**src/rtl/conv_layer_sequencer.sv**
```systemverilog
// Buffers one input frame, starts a bank of conv units, replays the frame to them in lockstep,
// then gathers every unit's result into one layer word offered downstream via valid/yumi.
module conv_layer_sequencer #(
    parameter int NUM_CONV           = 4,
    parameter int INPUT_LAYER_HEIGHT = 4,
    parameter int KERNEL_WIDTH       = 2,
    parameter int OUT_HEIGHT         = 2,
    parameter int WORD_SIZE          = 16
) (
    input  logic                                   clk_i,
    input  logic                                   reset_n_i,
    input  logic                                   valid_i,
    output logic                                   ready_o,
    input  logic [WORD_SIZE-1:0]                   data_i,
    output logic                                   conv_start_o,
    output logic [NUM_CONV-1:0]                    conv_valid_o,
    input  logic [NUM_CONV-1:0]                    conv_ready_i,
    output logic [WORD_SIZE-1:0]                   conv_data_o,
    input  logic [NUM_CONV-1:0]                    conv_done_i,
    output logic [NUM_CONV-1:0]                    conv_yumi_o,
    input  logic [NUM_CONV*OUT_HEIGHT*WORD_SIZE-1:0] conv_data_i,
    output logic                                   valid_o,
    input  logic                                   yumi_i,
    output logic [NUM_CONV*OUT_HEIGHT*WORD_SIZE-1:0] data_o
);

    localparam int FRAME_LEN = INPUT_LAYER_HEIGHT * KERNEL_WIDTH;
    localparam int IDX_W     = $clog2(FRAME_LEN + 1);
    localparam int ADDR_W    = (FRAME_LEN > 1) ? $clog2(FRAME_LEN) : 1;
    localparam int LANE_W    = OUT_HEIGHT * WORD_SIZE;

    typedef enum logic [2:0] {eLOAD, eSTART, eFEED, eWAIT, eOUT} state_t;

    state_t                          r_state;
    logic [IDX_W-1:0]                r_idx;
    logic [WORD_SIZE-1:0]            r_buf [FRAME_LEN];
    logic [NUM_CONV-1:0]             r_mask;
    logic [NUM_CONV*LANE_W-1:0]      r_data;
    logic                            r_ready;
    logic                            r_start;
    logic                            r_valid;

    logic                            w_all_rdy;
    logic                            w_last;
    logic [NUM_CONV-1:0]             w_yumi;
    logic [NUM_CONV-1:0]             w_mask_nxt;

    assign w_all_rdy  = &conv_ready_i;
    assign w_last     = (r_idx == IDX_W'(FRAME_LEN - 1));
    // Only lanes not yet captured are consumed; repeated done from a finished lane is ignored.
    assign w_yumi     = (r_state == eWAIT) ? (conv_done_i & ~r_mask) : '0;
    assign w_mask_nxt = r_mask | w_yumi;

    assign ready_o      = r_ready;
    assign conv_start_o = r_start;
    assign valid_o      = r_valid;
    assign data_o       = r_data;
    assign conv_yumi_o  = w_yumi;
    assign conv_valid_o = {NUM_CONV{(r_state == eFEED) && w_all_rdy}};
    assign conv_data_o  = r_buf[r_idx[ADDR_W-1:0]];

    always_ff @(posedge clk_i or negedge reset_n_i) begin
        if (!reset_n_i) begin
            r_state <= eLOAD;
            r_idx   <= '0;
            r_mask  <= '0;
            r_data  <= '0;
            r_ready <= 1'b1;
            r_start <= 1'b0;
            r_valid <= 1'b0;
            for (int i = 0; i < FRAME_LEN; i++) r_buf[i] <= '0;
        end else begin
            case (r_state)
                eLOAD: begin
                    if (valid_i && r_ready) begin
                        r_buf[r_idx[ADDR_W-1:0]] <= data_i;
                        if (w_last) begin
                            r_idx   <= '0;
                            r_ready <= 1'b0;
                            r_start <= 1'b1;
                            r_state <= eSTART;
                        end else begin
                            r_idx <= r_idx + 1'b1;
                        end
                    end
                end
                eSTART: begin
                    r_start <= 1'b0;
                    r_state <= eFEED;
                end
                // A single lagging unit stalls the whole bank so every unit sees identical words.
                eFEED: begin
                    if (w_all_rdy) begin
                        if (w_last) begin
                            r_idx   <= '0;
                            r_state <= eWAIT;
                        end else begin
                            r_idx <= r_idx + 1'b1;
                        end
                    end
                end
                eWAIT: begin
                    for (int k = 0; k < NUM_CONV; k++) begin
                        if (w_yumi[k]) r_data[k*LANE_W +: LANE_W] <= conv_data_i[k*LANE_W +: LANE_W];
                    end
                    r_mask <= w_mask_nxt;
                    if (&w_mask_nxt) begin
                        r_valid <= 1'b1;
                        r_state <= eOUT;
                    end
                end
                eOUT: begin
                    if (yumi_i) begin
                        r_mask  <= '0;
                        r_idx   <= '0;
                        r_valid <= 1'b0;
                        r_ready <= 1'b1;
                        r_state <= eLOAD;
                    end
                end
                default: begin
                    r_state <= eLOAD;
                    r_ready <= 1'b1;
                    r_start <= 1'b0;
                    r_valid <= 1'b0;
                end
            endcase
        end
    end

endmodule

```
**config.mk**
```make
export PLATFORM = sky130hd
export DESIGN_NAME = conv_layer_sequencer
export DESIGN_NICKNAME = d
export VERILOG_FILES = /design/src/rtl/conv_layer_sequencer.sv
export SDC_FILE = /design/constraint.sdc
export NUM_CORES = 1
export LEC_CHECK = 0
export CAP_MARGIN = 20
export CORE_MARGIN = 2
export CORE_UTILIZATION = 57
export DETAILED_ROUTE_END_ITERATION = 10
export DONT_BUFFER_PORTS = 1
export PLACE_DENSITY_LB_ADDON = 0.3
export REMOVE_ABC_BUFFERS = 1
export SYNTH_ARGS = -nofsm -noshare
export SYNTH_HDL_FRONTEND = slang
export SYNTH_SLANG_ARGS = --single-unit
```
**constraint.sdc**
```tcl
create_clock -name clk_i -period 1.81 [get_ports clk_i]
set_input_delay 0.181 -clock clk_i [delete_from_list [all_inputs] [get_ports clk_i]]
set_output_delay 0.181 -clock clk_i [all_outputs]
set_load 0.02 [all_outputs]
```
# Word-level counts from Yosys, hierarchy flattened

Cells that the tools add are included.

Flip-flop bits (word level): 270
Output and inout port bits: 155
Memories kept: 0
Memory bits (writable): 0
Latch bits: 0
Memory bits (read-only): 0

Reduce and logical (&&, ||, !) cells: 22
$mul: 0
Order comparisons: 2
Bitwise gates (word level): 7
Divide/modulo/power cells: 0
Eq/ne operators: 11
Shifts and indexed selects: 0
Multiplexer cells: 30
Add/subtract/negate cells: 1

Operators by type and width:

| operator              | count |
|---|---|
| $bwmux W128           | 1 |
| $bmux W16 S3          | 1 |
| $demux W16 S3         | 1 |
| $mux W16              | 3 |
| $mux W4               | 5 |
| $mux W3               | 6 |
| $reduce_and A4 Y1     | 4 |
| $pmux W3 S5           | 1 |
| $pmux W4 S3           | 1 |
| $reduce_and A2 Y1     | 6 |
| $ne A2 B2 Y1 const B  | 5 |
| $reduce_or A3 Y1      | 3 |
| $pmux W4 S2           | 1 |
| $mux W1               | 7 |
| $eq A3 B2 Y1 const B  | 2 |
| $pmux W1 S3           | 2 |
| $reduce_and A3 Y1     | 2 |
| $reduce_and A6 Y1     | 1 |
| $add A4 B1 Y4 const B | 1 |
| $and A4 B4 Y4         | 1 |
| $eq A4 B3 Y1 const B  | 1 |
| $ge A4 B4 Y1 const B  | 1 |
| $lt A4 B1 Y1 const B  | 1 |
| $not A3 Y4            | 1 |
| 11 further kinds      | 15 |

# Longest topological paths before layout

Depth after elaboration: 7
Mapped depth: 8
Mapped depth without buffers: 5

# Least setup slack after synthesis

Ideal clock, no wire load.

Kind: register -> output
Start: reg r_state[2]
End: out conv_valid_o[1]
Stages on the path, launching flop included: 5
Buffers on the path: 3
Arrival time: 2004 ps
Path slack: -375 ps
Cells stage by stage: dfrtp_1 -> buf_2 -> clkbuf_1 -> nor4b_1 -> buf_4

Word-level cells in the longest chain between the ends: 2

Ends and longest elaborated chain:

| item                   | line | text |
|---|---|---|
| from (decl)            | 34   | `state_t r_state;` |
| from (signal assigned) | 64   | `r_state <= eLOAD;` |
| from (signal assigned) | 81   | `r_state <= eSTART;` |
| from (signal assigned) | 96   | `r_state <= eWAIT;` |
| $eq A3 B2 Y1           | 59   | `assign conv_valid_o = {NUM_CONV{(r_state == eFEED) && w_all_rdy}};` |
| $logic_and A1 B1 Y1    | 59   |  |
| to (decl)              | 16   | `output logic [NUM_CONV-1:0] conv_valid_o,` |

Every way passes these cells.

# Worst setup path in the final report

Start: reg r_idx[0]
End: out conv_data_o[7]

Word-level cells in the longest chain between the ends: 4

Ends and longest elaborated chain:

| item                                        | line | text |
|---|---|---|
| from (decl)                                 | 35   | `logic [IDX_W-1:0] r_idx;` |
| from (signal assigned)                      | 83   | `r_idx <= r_idx + 1'b1;` |
| from (signal assigned)                      | 98   | `r_idx <= r_idx + 1'b1;` |
| $not A3 Y4 (implied by the code)            | 60   | `assign conv_data_o = r_buf[r_idx[ADDR_W-1:0]];` |
| $bmux W16 S3                                | 60   |  |
| $mux W16 (implied by the code) (2 in a row) | 60   |  |
| to (decl)                                   | 18   | `output logic [WORD_SIZE-1:0] conv_data_o,` |

Every way passes these cells. The select of a mux whose other input is x is not followed.

==> results.sh <==
export IMPL_setup_viol=175
export IMPL_pre_cts_slack_ps=-49.5
export IMPL_root_buffer="clkbuf_16"
export IMPL_placed_area_um2=12200
export IMPL_dr_pass1_iters=5
export IMPL_antenna_found_initial=0
export IMPL_cp_start_kind="flop"
export IMPL_place_gp_congestion=0.821
export IMPL_clock_latency_ps=540
export IMPL_rrSetupSlack_ps=-180
export IMPL_rsz0062_at_grt="true"
export IMPL_layout_nets=1182
export IMPL_drt_iter0_markers=481
export IMPL_route_vias_total=8063
export IMPL_htreeDepth=1
export IMPL_r2r_end="r_buf[52]$_DFFE_PN0P_"
export IMPL_fin_crit_ps=2270
export IMPL_start_util_pct=58.3
export IMPL_min_period_over_period_pct=125
export IMPL_grt_util_all_layers_pct=31.9
export IMPL_synth_area_um2=11400
export IMPL_tritoncts="built"
export IMPL_numClockSinks=270
export IMPL_layout_setup_ws_ps=-458
export IMPL_diodes=0
export IMPL_violations="hold timing, setup timing"
export IMPL_r2r_cells=8
export IMPL_avgSynthCellArea_um2=15.0
export IMPL_synth_edf_count=0
export IMPL_grt_overflow=0
export IMPL_path_max_fanout=7
export IMPL_criticalPathCategory="reg2out"
export IMPL_synthCells=761
export IMPL_worst_slew_pin_slew_ps=429
export IMPL_power_leakage_uw=0.00749
export IMPL_fin_util_pct=84.7
export IMPL_hpwl_mm=18.0
export IMPL_final_hold_viol_count=270
export IMPL_totalWireLength_mm=37.3
export IMPL_synthArstFlopShare_pct=100
export IMPL_fin_skew_ps=11.7
export IMPL_cts_made_buffers=28
export IMPL_relSlewSlack_pct=71.4
export IMPL_ys_types=49
export IMPL_p_total_uw=24100
export IMPL_ir_drop_v=0.000777
export IMPL_design_core_area_um2=19600
export IMPL_timing_rr_start="r_state[1]$_DFFE_PN0P_"
export IMPL_viasPerCell=6.16
export IMPL_fp_row_count=51
export IMPL_worstHoldPathType="in2async"
export IMPL_endpoint_kind="output port"
export IMPL_wl_per_cell_um=28.5
export IMPL_stdcell_area_um2=16600
export IMPL_seq_area_um2=6760
export IMPL_max_freq_mhz=441
export IMPL_drv_slew=0
export IMPL_io_pins=311
export IMPL_grt_pass1_wl_mm=52.6
export IMPL_path_clk_slew_ps=70
export IMPL_tns_ps=-22720
export IMPL_drive_above_1_share_pct=50.1
export IMPL_drv_cap=0
export IMPL_cts_max_path_buffers=3
export IMPL_ys_ff_latch=270
export IMPL_grt_max_degree=271
export IMPL_portBuffers=0
export IMPL_status="finished, violations left"
export IMPL_ys_flop_type="dfrtp_1"
export IMPL_hold_buffers=150
export IMPL_drc=0
export IMPL_fillers=863
export IMPL_multi_input_area_um2=5270
export IMPL_grt_pass1_vias=8941
export IMPL_syn_to_final_growth_pct=45.2
export IMPL_die_area_um2=21200
export IMPL_die_w_um=146
export IMPL_ys_seq_area_share_pct=59.1
export IMPL_finalHoldWorstSlack_ps=-672
export IMPL_cp_arrival_ps=2090
export IMPL_die_h_um=146
export IMPL_required_ps=1630
export IMPL_yosys_warnings=0
export IMPL_power_density_nw_per_um2=1450
export IMPL_ant_nets=0
-- cells in the mapped netlist (3+ instances only) --
master	instances	share of area (%)
o221ai_1	4	0.31
buf_6	8	0.79
and3_1	5	0.27
a221oi_1	5	0.38
nand2_1	30	0.99
nor2_1	16	0.53
mux2_2	270	27
mux2i_1	12	1.1
mux4_2	13	2.6
clkbuf_1	7	0.23
nand3_2	3	0.26
nand3_1	3	0.13
a22oi_1	13	0.85
a21oi_1	18	0.79
dfrtp_1	269	59
o21ai_0	8	0.35
nor3b_2	3	0.33
nand4_1	3	0.16
buf_4	20	1.3
buf_2	10	0.44
-- cell type report --
type,count,share of cell area (%)
tap,265,2.00
timing repair buffer,281,19.6
multi-input combinational,441,31.8
clock inverter,14,1.12
sequential,270,40.8
clock buffer,35,4.63
inverter,3,0.0981
-- critical path, cell delays in order (launching register included) --
cell      delay [ps]
dfrtp_2          440
buf_4            160
buf_16           140
nor2_4            80
buf_6            110
buf_4            120
a21oi_1           80
o221ai_1         230
buf_4            190
-- registers in the layout, indices dropped and copies added (netlist names) --
| signal | count |
|---|---|
| r_state | 3 |
| r_mask | 4 |
| r_buf | 128 |
| data_o | 128 |
| r_idx | 4 |
| ready_o | 1 |
| conv_start_o | 1 |
| valid_o | 1 |
-- cells by family after synthesis --
family                   after synthesis  share of synthesized area (%)
AND/OR/NAND/NOR                       79                           3.70
buffers and inverters                 50                           2.93
AO/OA/AOI/OAI                         66                           3.89
flip-flops                           270                           59.1
adder cells (fa/ha/maj)                1                          0.109
multiplexers                         295                           30.2
-- repair_timing --
action / CTS / global route
setup buffers: 30 / 17
pin swaps: 19 / 15
resized for setup: 189 / 140
hold endpoints to repair: 533 / 270
cloned: 10 / 7
endpoints found under the setup margin: 174 / 287
-- power by group --
part	switching, uW	leakage (uW)	internal (uW)	total [uW]
Sequential	1770	0.00339	7670	9440
Clock	2440	0.000467	3580	6020
Combinational	3730	0.00363	4930	8660
-- layer usage --
| metal | global-route usage (%) | vias up | wire length (um) |
|---|---|---|---|
| met2 | 54.9 | 429 | 19300 |
| met1 | 38.7 | 4232 | 14000 |
| met5 | 0 | - | 0 |
| met3 | 7.34 | 101 | 2560 |
| met4 | 14.3 | 0 | 1420 |
| li1 | - | 3301 | - |
-- metrics by stage --
step / std cells / hold slack [ps]
4_1_cts: 1294 / -681
6_report: 1309 / -672
3_3_place_gp: 1055 / -110
5_1_grt: 1309 / -687
2_1_floorplan: 714 / -115
3_5_place_dp: 1055 / -111
-- worst max path at each step --
| stage | start | slack (ps) | end | cells after the start |
|---|---|---|---|---|
| finish | r_idx[0]$_DFFE_PN0P_ | -460 | conv_data_o[7] | 8 |
| global route | r_idx[0]$_DFFE_PN0P_ | -540 | conv_data_o[3] | 7 |
| CTS | r_idx[0]$_DFFE_PN0P_ | -470 | conv_data_o[4] | 6 |
| detailed placement | ready_o$_DFFE_PN1P_ | -50 | r_buf[94]$_DFFE_PN0P_ | 5 |
| global placement | ready_o$_DFFE_PN1P_ | -0.8 | r_buf[88]$_DFFE_PN0P_ | 5 |
| floorplan | r_state[2]$_DFFE_PN0P_ | -1500 | conv_valid_o[0] | 1 |
-- layout by cell type, fill, tap and decap left out, types with 7 or more instances in the layout --
cell           count
mux2_2           106
a21oi_1           15
a22oi_1            7
mux2i_1           12
nand2_1           20
dlygate4sd3_1    150
clkbuf_16         36
mux2_4           164
buf_8             15
buf_4             50
nor2_1            13
buf_12            26
dfrtp_1          265
mux4_2            13
nand2_2            7
buf_6             28
(Power assumes the default switching activity.)
